<file path="src/rtl/hazard_pkg.sv">
// Purpose : shared types and constants for the pipeline hazard controller.
// Latency : n/a (declarations only).
// Backpressure : n/a.
package hazard_pkg;

   // Sequencer states: normal flow, waiting on data memory, halted after timeout.
   typedef enum logic [1:0] {
      RUN      = 2'd0,
      MEM_WAIT = 2'd1,
      HALT     = 2'd2
   } state_t;

   // Default number of MEM_WAIT cycles allowed before the core halts.
   localparam int TIMEOUT_DEF = 15;

   // Default width of the performance counters.
   localparam int CNT_W_DEF = 32;

   // Register x0 is hard-wired zero, so a load targeting it never creates a hazard.
   localparam logic [4:0] X0 = 5'd0;

endpackage

</file>
<file path="src/rtl/sat_counter.sv">
// Purpose : up-counter that sticks at all-ones instead of wrapping.
// Latency : count updates on the clock edge after inc_i is sampled high.
// Backpressure : none; inc_i is honoured every cycle until saturation.
//
// Ports:
//   clk_i  - clock, rising edge
//   rst_i  - asynchronous clear, active-low
//   inc_i  - add one this cycle (ignored once saturated)
//   cnt_o  - current count
module sat_counter #(
   parameter int CNT_W = 32
) (
   input  logic             clk_i,
   input  logic             rst_i,
   input  logic             inc_i,
   output logic [CNT_W-1:0] cnt_o
);

   logic [CNT_W-1:0] r_cnt;

   always_ff @(posedge clk_i or negedge rst_i) begin
      if (!rst_i) begin
         r_cnt <= '0;
      end else if (inc_i && (r_cnt != '1)) begin
         r_cnt <= r_cnt + CNT_W'(1);
      end
   end

   assign cnt_o = r_cnt;

endmodule

</file>
<file path="src/rtl/hazard_ctrl.sv">
// Purpose : 5-stage pipeline sequencer: load-use bubbles, taken-branch flushes, dmem req/ack wait.
// Latency : enables/flushes are combinational from state and inputs; state moves on the next edge.
// Backpressure : dmem_ack_i low freezes every pipeline register; TIMEOUT waits without ack halts the core.
//
// Ports:
//   clk_i, rst_i                        - clock and asynchronous active-low reset
//   ifid_rs1_i/rs2_i, ifid_use_rs*_i     - source operands of the instruction in IF/ID
//   idex_rd_i, idex_memread_i           - destination and load flag of the instruction in ID/EX
//   mem_access_i, dmem_ack_i, dmem_req_o - data memory handshake for the instruction in EX/MEM
//   branch_taken_i                      - taken branch resolved in MEM
//   *_en_o, *_flush_o                   - per-stage register write-enables and NOP-load controls
//   halt_o                              - core halted on memory timeout (sticky until reset)
//   stall_cnt_o, flush_cnt_o            - saturating bubble/wait and taken-branch counters
module hazard_ctrl
   import hazard_pkg::*;
#(
   parameter int CNT_W   = CNT_W_DEF,
   parameter int TIMEOUT = TIMEOUT_DEF
) (
   input  logic             clk_i,
   input  logic             rst_i,
   input  logic [4:0]       ifid_rs1_i,
   input  logic [4:0]       ifid_rs2_i,
   input  logic             ifid_use_rs1_i,
   input  logic             ifid_use_rs2_i,
   input  logic [4:0]       idex_rd_i,
   input  logic             idex_memread_i,
   input  logic             mem_access_i,
   input  logic             branch_taken_i,
   input  logic             dmem_ack_i,
   output logic             dmem_req_o,
   output logic             pc_en_o,
   output logic             ifid_en_o,
   output logic             idex_en_o,
   output logic             exmem_en_o,
   output logic             memwb_en_o,
   output logic             ifid_flush_o,
   output logic             idex_flush_o,
   output logic             exmem_flush_o,
   output logic             halt_o,
   output logic [CNT_W-1:0] stall_cnt_o,
   output logic [CNT_W-1:0] flush_cnt_o
);

   localparam int WAIT_W = $clog2(TIMEOUT + 1);

   state_t            r_state;
   logic [WAIT_W-1:0] r_wait_cnt;

   state_t            w_state_nxt;
   logic [WAIT_W-1:0] w_wait_nxt;
   logic              w_lu;
   logic              w_stall_inc;
   logic              w_flush_inc;
   logic              w_pc_en;
   logic              w_ifid_en;
   logic              w_idex_en;
   logic              w_exmem_en;
   logic              w_memwb_en;
   logic              w_ifid_flush;
   logic              w_idex_flush;
   logic              w_exmem_flush;
   logic              w_req;
   logic              w_halt;

   // Load in EX whose result is needed by the instruction in ID.
   assign w_lu = idex_memread_i && (idex_rd_i != X0) &&
                 ((ifid_use_rs1_i && (idex_rd_i == ifid_rs1_i)) ||
                  (ifid_use_rs2_i && (idex_rd_i == ifid_rs2_i)));

   always_comb begin
      w_state_nxt   = r_state;
      w_wait_nxt    = r_wait_cnt;
      w_stall_inc   = 1'b0;
      w_flush_inc   = 1'b0;
      w_pc_en       = 1'b0;
      w_ifid_en     = 1'b0;
      w_idex_en     = 1'b0;
      w_exmem_en    = 1'b0;
      w_memwb_en    = 1'b0;
      w_ifid_flush  = 1'b0;
      w_idex_flush  = 1'b0;
      w_exmem_flush = 1'b0;
      w_req         = 1'b0;
      w_halt        = 1'b0;

      case (r_state)
         RUN: begin
            w_req = mem_access_i;
            if (mem_access_i && !dmem_ack_i) begin
               // First cycle of a slow access: freeze and count it as a wait cycle.
               w_stall_inc = 1'b1;
               w_state_nxt = MEM_WAIT;
               w_wait_nxt  = WAIT_W'(1);
            end else begin
               w_pc_en    = 1'b1;
               w_ifid_en  = 1'b1;
               w_idex_en  = 1'b1;
               w_exmem_en = 1'b1;
               w_memwb_en = 1'b1;
               if (branch_taken_i) begin
                  // Squash the three wrong-path instructions; any load-use stall on them is moot.
                  w_ifid_flush  = 1'b1;
                  w_idex_flush  = 1'b1;
                  w_exmem_flush = 1'b1;
                  w_flush_inc   = 1'b1;
               end else if (w_lu) begin
                  w_pc_en      = 1'b0;
                  w_ifid_en    = 1'b0;
                  w_idex_flush = 1'b1;
                  w_stall_inc  = 1'b1;
               end
            end
         end

         MEM_WAIT: begin
            // EX/MEM holds the pending load/store, not a branch, so branch_taken_i is
            // meaningless here; only the load-use bubble can apply on the ack cycle.
            w_req = 1'b1;
            if (dmem_ack_i) begin
               w_pc_en     = 1'b1;
               w_ifid_en   = 1'b1;
               w_idex_en   = 1'b1;
               w_exmem_en  = 1'b1;
               w_memwb_en  = 1'b1;
               w_state_nxt = RUN;
               w_wait_nxt  = '0;
               if (w_lu) begin
                  w_pc_en      = 1'b0;
                  w_ifid_en    = 1'b0;
                  w_idex_flush = 1'b1;
                  w_stall_inc  = 1'b1;
               end
            end else begin
               w_stall_inc = 1'b1;
               if (r_wait_cnt == WAIT_W'(TIMEOUT)) begin
                  w_state_nxt = HALT;
               end else begin
                  w_wait_nxt = r_wait_cnt + WAIT_W'(1);
               end
            end
         end

         HALT: begin
            w_halt = 1'b1;
         end

         default: begin
            w_state_nxt = HALT;
         end
      endcase
   end

   always_ff @(posedge clk_i or negedge rst_i) begin
      if (!rst_i) begin
         r_state    <= RUN;
         r_wait_cnt <= '0;
      end else begin
         r_state    <= w_state_nxt;
         r_wait_cnt <= w_wait_nxt;
      end
   end

   // Reset gates every control output directly so a pending request drops at once.
   assign dmem_req_o    = w_req         & rst_i;
   assign pc_en_o       = w_pc_en       & rst_i;
   assign ifid_en_o     = w_ifid_en     & rst_i;
   assign idex_en_o     = w_idex_en     & rst_i;
   assign exmem_en_o    = w_exmem_en    & rst_i;
   assign memwb_en_o    = w_memwb_en    & rst_i;
   assign ifid_flush_o  = w_ifid_flush  & rst_i;
   assign idex_flush_o  = w_idex_flush  & rst_i;
   assign exmem_flush_o = w_exmem_flush & rst_i;
   assign halt_o        = w_halt        & rst_i;

   sat_counter #(.CNT_W(CNT_W)) u_stall_cnt (
      .clk_i (clk_i),
      .rst_i (rst_i),
      .inc_i (w_stall_inc),
      .cnt_o (stall_cnt_o)
   );

   sat_counter #(.CNT_W(CNT_W)) u_flush_cnt (
      .clk_i (clk_i),
      .rst_i (rst_i),
      .inc_i (w_flush_inc),
      .cnt_o (flush_cnt_o)
   );

endmodule

</file>
<file path="config.mk">
export PLATFORM = sky130hd
export DESIGN_NAME = hazard_ctrl
export DESIGN_NICKNAME = d
export VERILOG_FILES = /design/src/rtl/hazard_pkg.sv /design/src/rtl/sat_counter.sv /design/src/rtl/hazard_ctrl.sv
export SDC_FILE = /design/constraint.sdc
export NUM_CORES = 1
export LEC_CHECK = 0
export BUFFER_PORTS_ARGS = -buffer_cell sky130_fd_sc_hd__buf_2
export CORE_MARGIN = 2
export CORE_UTILIZATION = 35
export CTS_BUF_LIST = sky130_fd_sc_hd__clkbuf_4
export CTS_CLUSTER_SIZE = 28
export DETAILED_ROUTE_END_ITERATION = 16
export SYNTH_ARGS = -nofsm -noshare
export SYNTH_HDL_FRONTEND = slang
export SYNTH_HIERARCHICAL = 1
export SYNTH_SLANG_ARGS = --single-unit
</file>
<file path="constraint.sdc">
create_clock -name clk_i -period 2.5 [get_ports clk_i]
set_clock_uncertainty 0.1 [all_clocks]
set_input_delay 0.375 -clock clk_i [delete_from_list [all_inputs] [get_ports clk_i]]
set_output_delay 0.375 -clock clk_i [all_outputs]
set_load 0.005 [all_outputs]
</file>
**After elaboration in Yosys (flattened, before gate mapping)**

Index checks and enable logic that the tools add are counted.

- Add/subtract/negate cells: 3
- Reduce and logical (&&, ||, !) cells: 14
- Muxes and demuxes: 30
- Bitwise operators: 7
- Multiply operators: 0
- Order comparisons: 0
- Eq/ne operators: 10
- Div/mod/pow operators: 0
- Shift-type cells: 0

Operators by type and width:

| operator | count |
|---|---|
| $add 32x1->32 const B | 2 |
| $ne 32x32->1 const B | 2 |
| $mux 1 | 17 |
| $mux 4 | 3 |
| $eq 5x5->1 | 2 |
| $pmux 1 s2 | 5 |
| $pmux 4 s2 | 1 |
| $logic_and 1x1->1 | 7 |
| $and 1x1->1 | 6 |
| $mux 2 | 3 |
| $ne 3x3->1 const B | 2 |
| $pmux 2 s3 | 1 |
| $reduce_and 3->1 | 2 |
| $reduce_bool 5->1 | 1 |
| $add 4x1->4 const B | 1 |
| $eq 4x4->1 const B | 1 |
| $eq 2x1->1 const B | 1 |
| $eq 2x2->1 const B | 1 |
| $logic_not 2->1 | 1 |
| $ne 2x2->1 const B | 1 |
| $reduce_bool 2->1 | 1 |
| $logic_not 1->1 | 1 |
| $logic_or 1x1->1 | 1 |
| $not 1->1 | 1 |

- Memories kept: 0
- Word-level logic and storage cells: 68
- Register bits after elaboration: 70
- Memory bits (writable): 0
- Output and inout bits: 74
- Bits of input ports: 23
- Latch bits: 0
- Bits in read-only memories: 0

**Logic depth before layout (Yosys ltp)**

Gate-level depths: netlist of run 1.

- Word-level depth: 9
- Depth in mapped cells: 10
- Mapped depth without buffers: 9

**Hierarchy**

The synthesis of run 1 kept the hierarchy.

By module, submodules not included:

| module | cells an instance | sequential area each (sq um) | area an instance (sq um) | times used |
|---|---|---|---|---|
| sat_counter (u_flush_cnt) | 151 | 800.8 | 1624.1 | 1 |
| sat_counter (u_stall_cnt) | 153 | 800.8 | 1617.8 | 1 |
| hazard_ctrl | 59 | 150.1 | 538.0 | 1 |

**Least setup slack after synthesis of run 1**

Ideal clock, no wire load.

- Kind: input port to flip-flop
- Start: input idex_rd_i[3]
- End: register u_stall_cnt.r_cnt[28], in the netlist u_stall_cnt/cnt_o[28]
- Data arrival time: 2.542 ns
- Required time: 2.275 ns
- Setup time: 0.125 ns
- Setup slack: -0.267 ns
- Path buffers: 1
- Stages on the path: 10
- Cell sequence: xor2_1 > nor4_2 > a32oi_1 > o41ai_2 > inv_1 > or3_1 > clkbuf_1 > nor3_2 > nand2_1 > mux2_2

- Cells in the longest elaborated chain, start to end: 9
- Elaborated cells on any way between the ends: 14
- Those cells by class: eq/ne: 2; mux: 5; reduce/logical: 7

Ends and longest elaborated chain:

| element | RTL line | RTL |
|---|---|---|
| start: declaration | hazard_ctrl.sv:26 | `input logic [4:0] idex_rd_i,` |
| $eq 5x5->1 (on tied branches) | hazard_ctrl.sv:68, hazard_ctrl.sv:69 |  |
| $logic_and 1x1->1 (on tied branches) | hazard_ctrl.sv:68, hazard_ctrl.sv:69 |  |
| $logic_or 1x1->1 | hazard_ctrl.sv:68 | `((ifid_use_rs1_i && (idex_rd_i == ifid_rs1_i)) \|\|` |
| $logic_and 1x1->1 (*) | hazard_ctrl.sv:67 | `assign w_lu = idex_memread_i && (idex_rd_i != X0) &&` |
| $mux 1 (*) | hazard_ctrl.sv:107, hazard_ctrl.sv:128 |  |
| $mux 1 | hazard_ctrl.sv:101 | `if (branch_taken_i) begin` |
| $mux 1 | hazard_ctrl.sv:90 | `if (mem_access_i && !dmem_ack_i) begin` |
| $pmux 1 s2 (*) | hazard_ctrl.sv:87 | `case (r_state)` |
| named net w_stall_inc | hazard_ctrl.sv:53 | `logic w_stall_inc;` |
| $logic_and 1x1->1 (*) | sat_counter.sv:24 | `end else if (inc_i && (r_cnt != '1)) begin` |
| end signal: assignment | sat_counter.sv:25 | `r_cnt <= r_cnt + CNT_W'(1);` |
| end: declaration | sat_counter.sv:19 | `logic [CNT_W-1:0] r_cnt;` |

Mark *: on every way through the listed nets, which the timed path passes. The rest lies on a longest branch.
A chain may end at the register's enable or synchronous reset.

**Worst setup path after layout of run 1**

- Start: register r_state[1]
- End: register u_stall_cnt.r_cnt[28], in the netlist u_stall_cnt/cnt_o[28]

- Cells in the longest elaborated chain, start to end: 3
- Elaborated cells on any way between the ends: 4
- Those cells by class: eq/ne: 1; mux: 1; reduce/logical: 2

Ends and longest elaborated chain:

| element | RTL line | RTL |
|---|---|---|
| start: declaration | hazard_ctrl.sv:47 | `state_t r_state;` |
| start signal: assignment | hazard_ctrl.sv:159 | `r_state <= w_state_nxt;` |
| $eq 2x1->1 or $logic_not 2->1 (tied branches) | hazard_ctrl.sv:87 |  |
| $pmux 1 s2 (*) | hazard_ctrl.sv:87 |  |
| named net w_stall_inc | hazard_ctrl.sv:53 |  |
| $logic_and 1x1->1 (*) | sat_counter.sv:24 |  |

Marks and branches as above.

==> out/results.ini, run 1 <==
[run_status]
status=completed

[die]
start_util_pct=36.29
num_rows=37
core-area_um2=10420
die_x_um=107.9
die_y_um=107.9
dieArea_um2=11650
pin_count=97

[sta]
finalSetupViolCount=0
final.min_clock_period_ps=2330
fmax_mhz=429.2
hold_viol_final=0
tightest_slew_ps=772.9
finalCritPeriodShare_pct=93.20
max_slew_margin_pct=48.30
slew_violations=0
fin_ws_ps=169.9
rsz0062_at_grt=no

[grt]
grt_max_degree=56
grt_antenna_before_repair=0
grt_pass1_wl_um=14900
grt-ovfl-total=0
grt_pass1_vias=3082
grt_use_total_pct=16.13

[final_layout]
final_nets=518
area_delta_synth_final_pct=25.19
drive_gt1_share_pct=33.00
diodes=0

[drt]
via_count=3175
drt_wl_total_um=8895
vias_per_cell=5.016
initialDrtViolationCount=92
drc_errors=0
first_pass_iters=4
drtAntennaViolNets=0
wl_per_cell_um=14.05

[placement]
hpwl_um=6766
routabilityCongestion=0.8024
pre_cts_slack_ps=-271.0
portBuffers=96

[cts]
h-tree-depth=3
clock_path_buffers=2
numCtsBuffers=9
cts_tree=built
cts_sinks=70
post-cts-setup-buffers=0
clockRootBuffer=clkbuf_4
clk_pin_slew_ps=100
clock_latency_ps=400
cts_resized=0

[critical_path]
cp_max_fo=7
cp_num_buf_inv=1
cpMaxStageDelayCell=dfrtp_1
start_kind=register
cpPeakStageDelay_ps=480
crit_chain=or3_1, o41ai_4, inv_1, or3_1, nor3_4, nand2_1, mux2_2
cp_common_cell=or3_1
worstSetupEndpointType=register
cp_top_family=simple AND/OR/NAND/NOR gates
cp.required_ps=2690
worstSetupPathType=register to register
r2r_setup_slack_ps=170
cp.arrival_ps=2520

[synth]
synth-simple-area-share_pct=26.15
synthAdderAreaFrac_pct=0.9930
yosysUniqueCellTypes=52
synth_top_area_share_pct=46.34
synthArstFlopShare_pct=100.0
synth-main-ff-cell=dfrtp_1
yosysWarningCount=6
synth_mux_area_share_pct=1.456
syn_area_per_cell_um2=10.41
yosysMostFrequentCell=dfrtp_1
synth_xor_area_share_pct=16.22
synth.largest_area_cell=dfrtp_1
synth-seq-cells=70
synth_nets=389
yosys-top-cells-area=dfrtp_1 (46%), xnor2_1 (8.8%), xor2_1 (7.4%)
synth_edf_count=0
synth_area_um2=3780
synth_cells=363
synth_compound_area_share_pct=6.554
synth_top_family_by_area=simple AND/OR/NAND/NOR gates
seq_area_frac_synth_pct=46.34
ys_top_cells_by_count=dfrtp_1 (70), nand2_1 (42), xnor2_1 (38)

[pwr]
p_leak_nw=2.417
power.density_nw_per_um2=384.4
p_total_mw=1.819
peakVddDrop_mv=0.2594

[flow_run]
drv_cap=0

[worst_hold_path]
hold_class=input pin to register

[worst paths after layout]
| path | start | cells past startpoint | end |
|---|---|---|---|
| min | dmem_ack_i | 2 | r_state[1] |
| max | r_state[1] | 7 | u_stall_cnt/cnt_o[28] |
| max reg2reg | r_state[1] | 7 | u_stall_cnt/cnt_o[28] |
| min reg2reg | u_stall_cnt/cnt_o[23] | 1 | u_stall_cnt/cnt_o[23] |
| max in group asynchronous | rst_i | 3 | u_stall_cnt/cnt_o[12] |
| min in group asynchronous | rst_i | 3 | u_stall_cnt/cnt_o[27] |
[cells by family after synthesis]
group | Yosys count
buffers and inverters | 15
flip-flops | 70
AND/OR/NAND/NOR | 174
AO/OA/AOI/OAI | 26
XOR/XNOR | 70
adder cells (fa/ha/maj) | 3
multiplexers | 5
[area by class of cell]
cell class	count	area, um^2
timing repair buffer	126	708.2
multi-input combinational	278	1967
tap	136	170.2
inverter	7	26.28
sequential	70	1752
clock buffer	9	67.56
fill	1025	5684
clock inverter	7	41.29
[repair_timing]
item	in CTS	in global routing
endpoints found under the hold margin	15	0
endpoints found under the setup margin	0	1
hold buffers	1	0
[placed cells by master, fill, tap and decap left out, types with 5 or more instances in the layout]
cell      synthesis  layout
and4_1            8       8
nor3_1           12      12
buf_4             4      29
and2_1            5       5
xnor2_1          38      38
inv_1             7       7
buf_2             0      96
dfrtp_1          70      70
nor2_1           22      22
clkbuf_4          0       9
xor2_1           32      32
and3_1            7       7
nor4_1            6       6
nand2_1          42      42
nand4_1          21      21
nand3_1          23      23
[power by group]
| part | internal (mW) | switching, mW | leakage (nW) | total [mW] |
|---|---|---|---|---|
| logic | 0.0328 | 0.0492 | 1.40 | 0.0820 |
| clock network | 0.195 | 0.404 | 0.0551 | 0.599 |
| registers | 1.13 | 0.00383 | 0.965 | 1.14 |
[worst register-to-register path, stage by stage (launching register included)]
cell,delay [ps]
dfrtp_1,480
or3_1,470
o41ai_4,90
inv_1,70
or3_1,440
nor3_4,240
nand2_1,70
mux2_2,260
[per-layer routing]
metal / GRT usage (%) / vias up / routed length, um / part of all wire [%]
li1: - / 1559 / - / -
met2: 26.59 / 65 / 4395 / 49
met3: 3.874 / 9 / 375 / 4.2
met5: 0 / - / 0 / 0
met4: 4.579 / 0 / 74 / 0.83
met1: 21.16 / 1542 / 4049 / 46
[sequential cells by signal (all words and copies together) (netlist names)]
name	count
r_wait_cnt	4
u_flush_cnt/cnt_o	32
u_stall_cnt/cnt_o	32
r_state	2
[per-stage QoR]
step	instance area, um^2	setup TNS, ps	hold slack [ps]	utilization (%)	std cells
floorplan	3815	-281.7	-20.59	-	363
global placement	4613	-1572	305.2	44.29	616
detailed placement	4613	-1939	307.7	44.29	616
CTS	4732	0	112.5	45.43	633
global route	4732	0	139.2	45.43	633
finish	4732	0	144.4	45.43	633
Power figures use the tool's default switching activity.
==> run 2: changes to the inputs <==
--- a/config.mk
+++ b/config.mk
@@ -6,11 +6,14 @@
 export NUM_CORES = 1
 export LEC_CHECK = 0
 export BUFFER_PORTS_ARGS = -buffer_cell sky130_fd_sc_hd__buf_2
+export CELL_PAD_IN_SITES_DETAIL_PLACEMENT = 1
+export CELL_PAD_IN_SITES_GLOBAL_PLACEMENT = 2
 export CORE_MARGIN = 2
-export CORE_UTILIZATION = 35
+export CORE_UTILIZATION = 31
 export CTS_BUF_LIST = sky130_fd_sc_hd__clkbuf_4
 export CTS_CLUSTER_SIZE = 28
 export DETAILED_ROUTE_END_ITERATION = 16
+export PLACE_DENSITY_LB_ADDON = 0.1
 export SYNTH_ARGS = -nofsm -noshare
 export SYNTH_HDL_FRONTEND = slang
 export SYNTH_HIERARCHICAL = 1
==> out/results.ini, run 2 (synthesis gave the netlist of run 1 again) <==
[drt]
drt_wl_total_um=10220
drc_errors=0
wl_per_cell_um=16.02
vias_per_cell=5.013
initialDrtViolationCount=61
via_count=3198
first_pass_iters=4
drtAntennaViolNets=0

[critical_path]
cp_max_fo=6
cp.arrival_ps=1840
start_kind=register
crit_chain=buf_4, inv_1, o211a_1, inv_1, o31ai_1, buf_2
cp.required_ps=2030
cp_common_cell=inv_1
cp_top_family=buffers and inverters
reg2reg_depth=7
worstSetupPathType=register to output port
r2r_setup_slack_ps=190
cpMaxStageDelayCell=dfrtp_2
r2r-end=u_stall_cnt/cnt_o[28]
worstSetupEndpointType=output port
r2r-start=r_state[1]
setup.worst_path.start=r_state[1]
cpPeakStageDelay_ps=470
cp_num_buf_inv=4

[run_status]
status=completed

[sta]
tns_ps=0
finalSetupViolCount=0
tightest_slew_ps=928.2
rsz0062_at_grt=no
hold_viol_final=0
fmax_mhz=431.1
max_slew_margin_pct=38.12
final.min_clock_period_ps=2320
slew_violations=0
finalCritPeriodShare_pct=92.79
fin_ws_ps=180.2

[cts]
clockRootBuffer=clkbuf_4
cts_tree=built
h-tree-depth=3
numCtsBuffers=9
clock_latency_ps=450
cts_sinks=70
post-cts-setup-buffers=0
clk_pin_slew_ps=140
clock_path_buffers=2

[die]
dieArea_um2=13090
start_util_pct=31.60
core-area_um2=11960
pin_count=97
die_y_um=114.4
num_rows=40
die_x_um=114.4

[final_layout]
area_delta_synth_final_pct=25.95
post-route-util_pct=39.80
final_nets=513
diodes=0
mostFrequentLayoutCell=buf_2
num-fill-cells=1420
drive_gt1_share_pct=33.20
seq_area_um2=1753
multi_input_area_um2=1986
final_cells=638
final_cell_mix=buf_2 (96), dfrtp_1 (69), nand2_1 (42), xnor2_1 (38), xor2_1 (32)

[placement]
routabilityCongestion=0.7966
portBuffers=96
dpl.cell_count=623
pre_cts_slack_ps=-314.2
hpwl_um=7618

[flow_run]
drv_cap=0

[grt]
grt_use_total_pct=17.04
grt_pass1_wl_um=17390
grt_antenna_before_repair=0
grt_max_degree=71
grt_pass1_vias=3364
grt-ovfl-total=0

[worst_hold_path]
hold_class=input pin to async pin

[pwr]
p_leak_nw=2.428
power.density_nw_per_um2=414.8
peakVddDrop_mv=0.1755

## run 2: area by class of cell
type | count | share of cell area [%]
Tap cell | 147 | 3.863
Inverter | 7 | 0.5519
Timing Repair Buffer | 121 | 14.30
Multi-Input combinational cell | 278 | 41.71
Sequential cell | 70 | 36.82
Clock buffer | 11 | 1.735
Clock inverter | 4 | 1.025
## run 2: how the worst max path moves through the flow
stage                            endpoint  depth (start not counted)  slack, ps
detailed placement  u_stall_cnt/cnt_o[28]                         10       -310
global route                 idex_flush_o                          6         20
finish                       idex_flush_o                          6        180
global placement    u_stall_cnt/cnt_o[28]                         10       -260
floorplan           u_stall_cnt/cnt_o[28]                         10       -100
CTS                          idex_flush_o                          7         20
## run 2: layer usage
layer | wire (um) | vias to the layer above | global-route usage (%)
li1 | - | 1538 | -
met1 | 4640 | 1598 | 21.54
met2 | 5140 | 49 | 28.92
met3 | 285 | 13 | 3.070
met4 | 152 | 0 | 6.585
met5 | 0 | - | 0
## run 2: timing repair
action,CTS,global route
endpoints found under the hold margin,0,0
hold buffers,0,0
resized for setup,1,4
setup endpoints to repair,5,7
## run 2: stage by stage
step           hold WS (ps)  cell area [um^2]  total power [mW]
5_1_grt               110.2              4761             2.078
2_1_floorplan        -20.59              3815             1.184
3_5_place_dp          380.2              4609             1.247
3_3_place_gp          370.9              4609             1.244
4_1_cts               95.36              4746             2.014
6_report              110.7              4761             1.975
## run 2: where the power goes
| group | switching [mW] | leakage [nW] | internal [mW] |
|---|---|---|---|
| registers | 0.00272 | 0.964 | 1.13 |
| logic | 0.0514 | 1.39 | 0.0338 |
| clock network | 0.431 | 0.0767 | 0.321 |
| total | 0.485 | 2.43 | 1.49 |
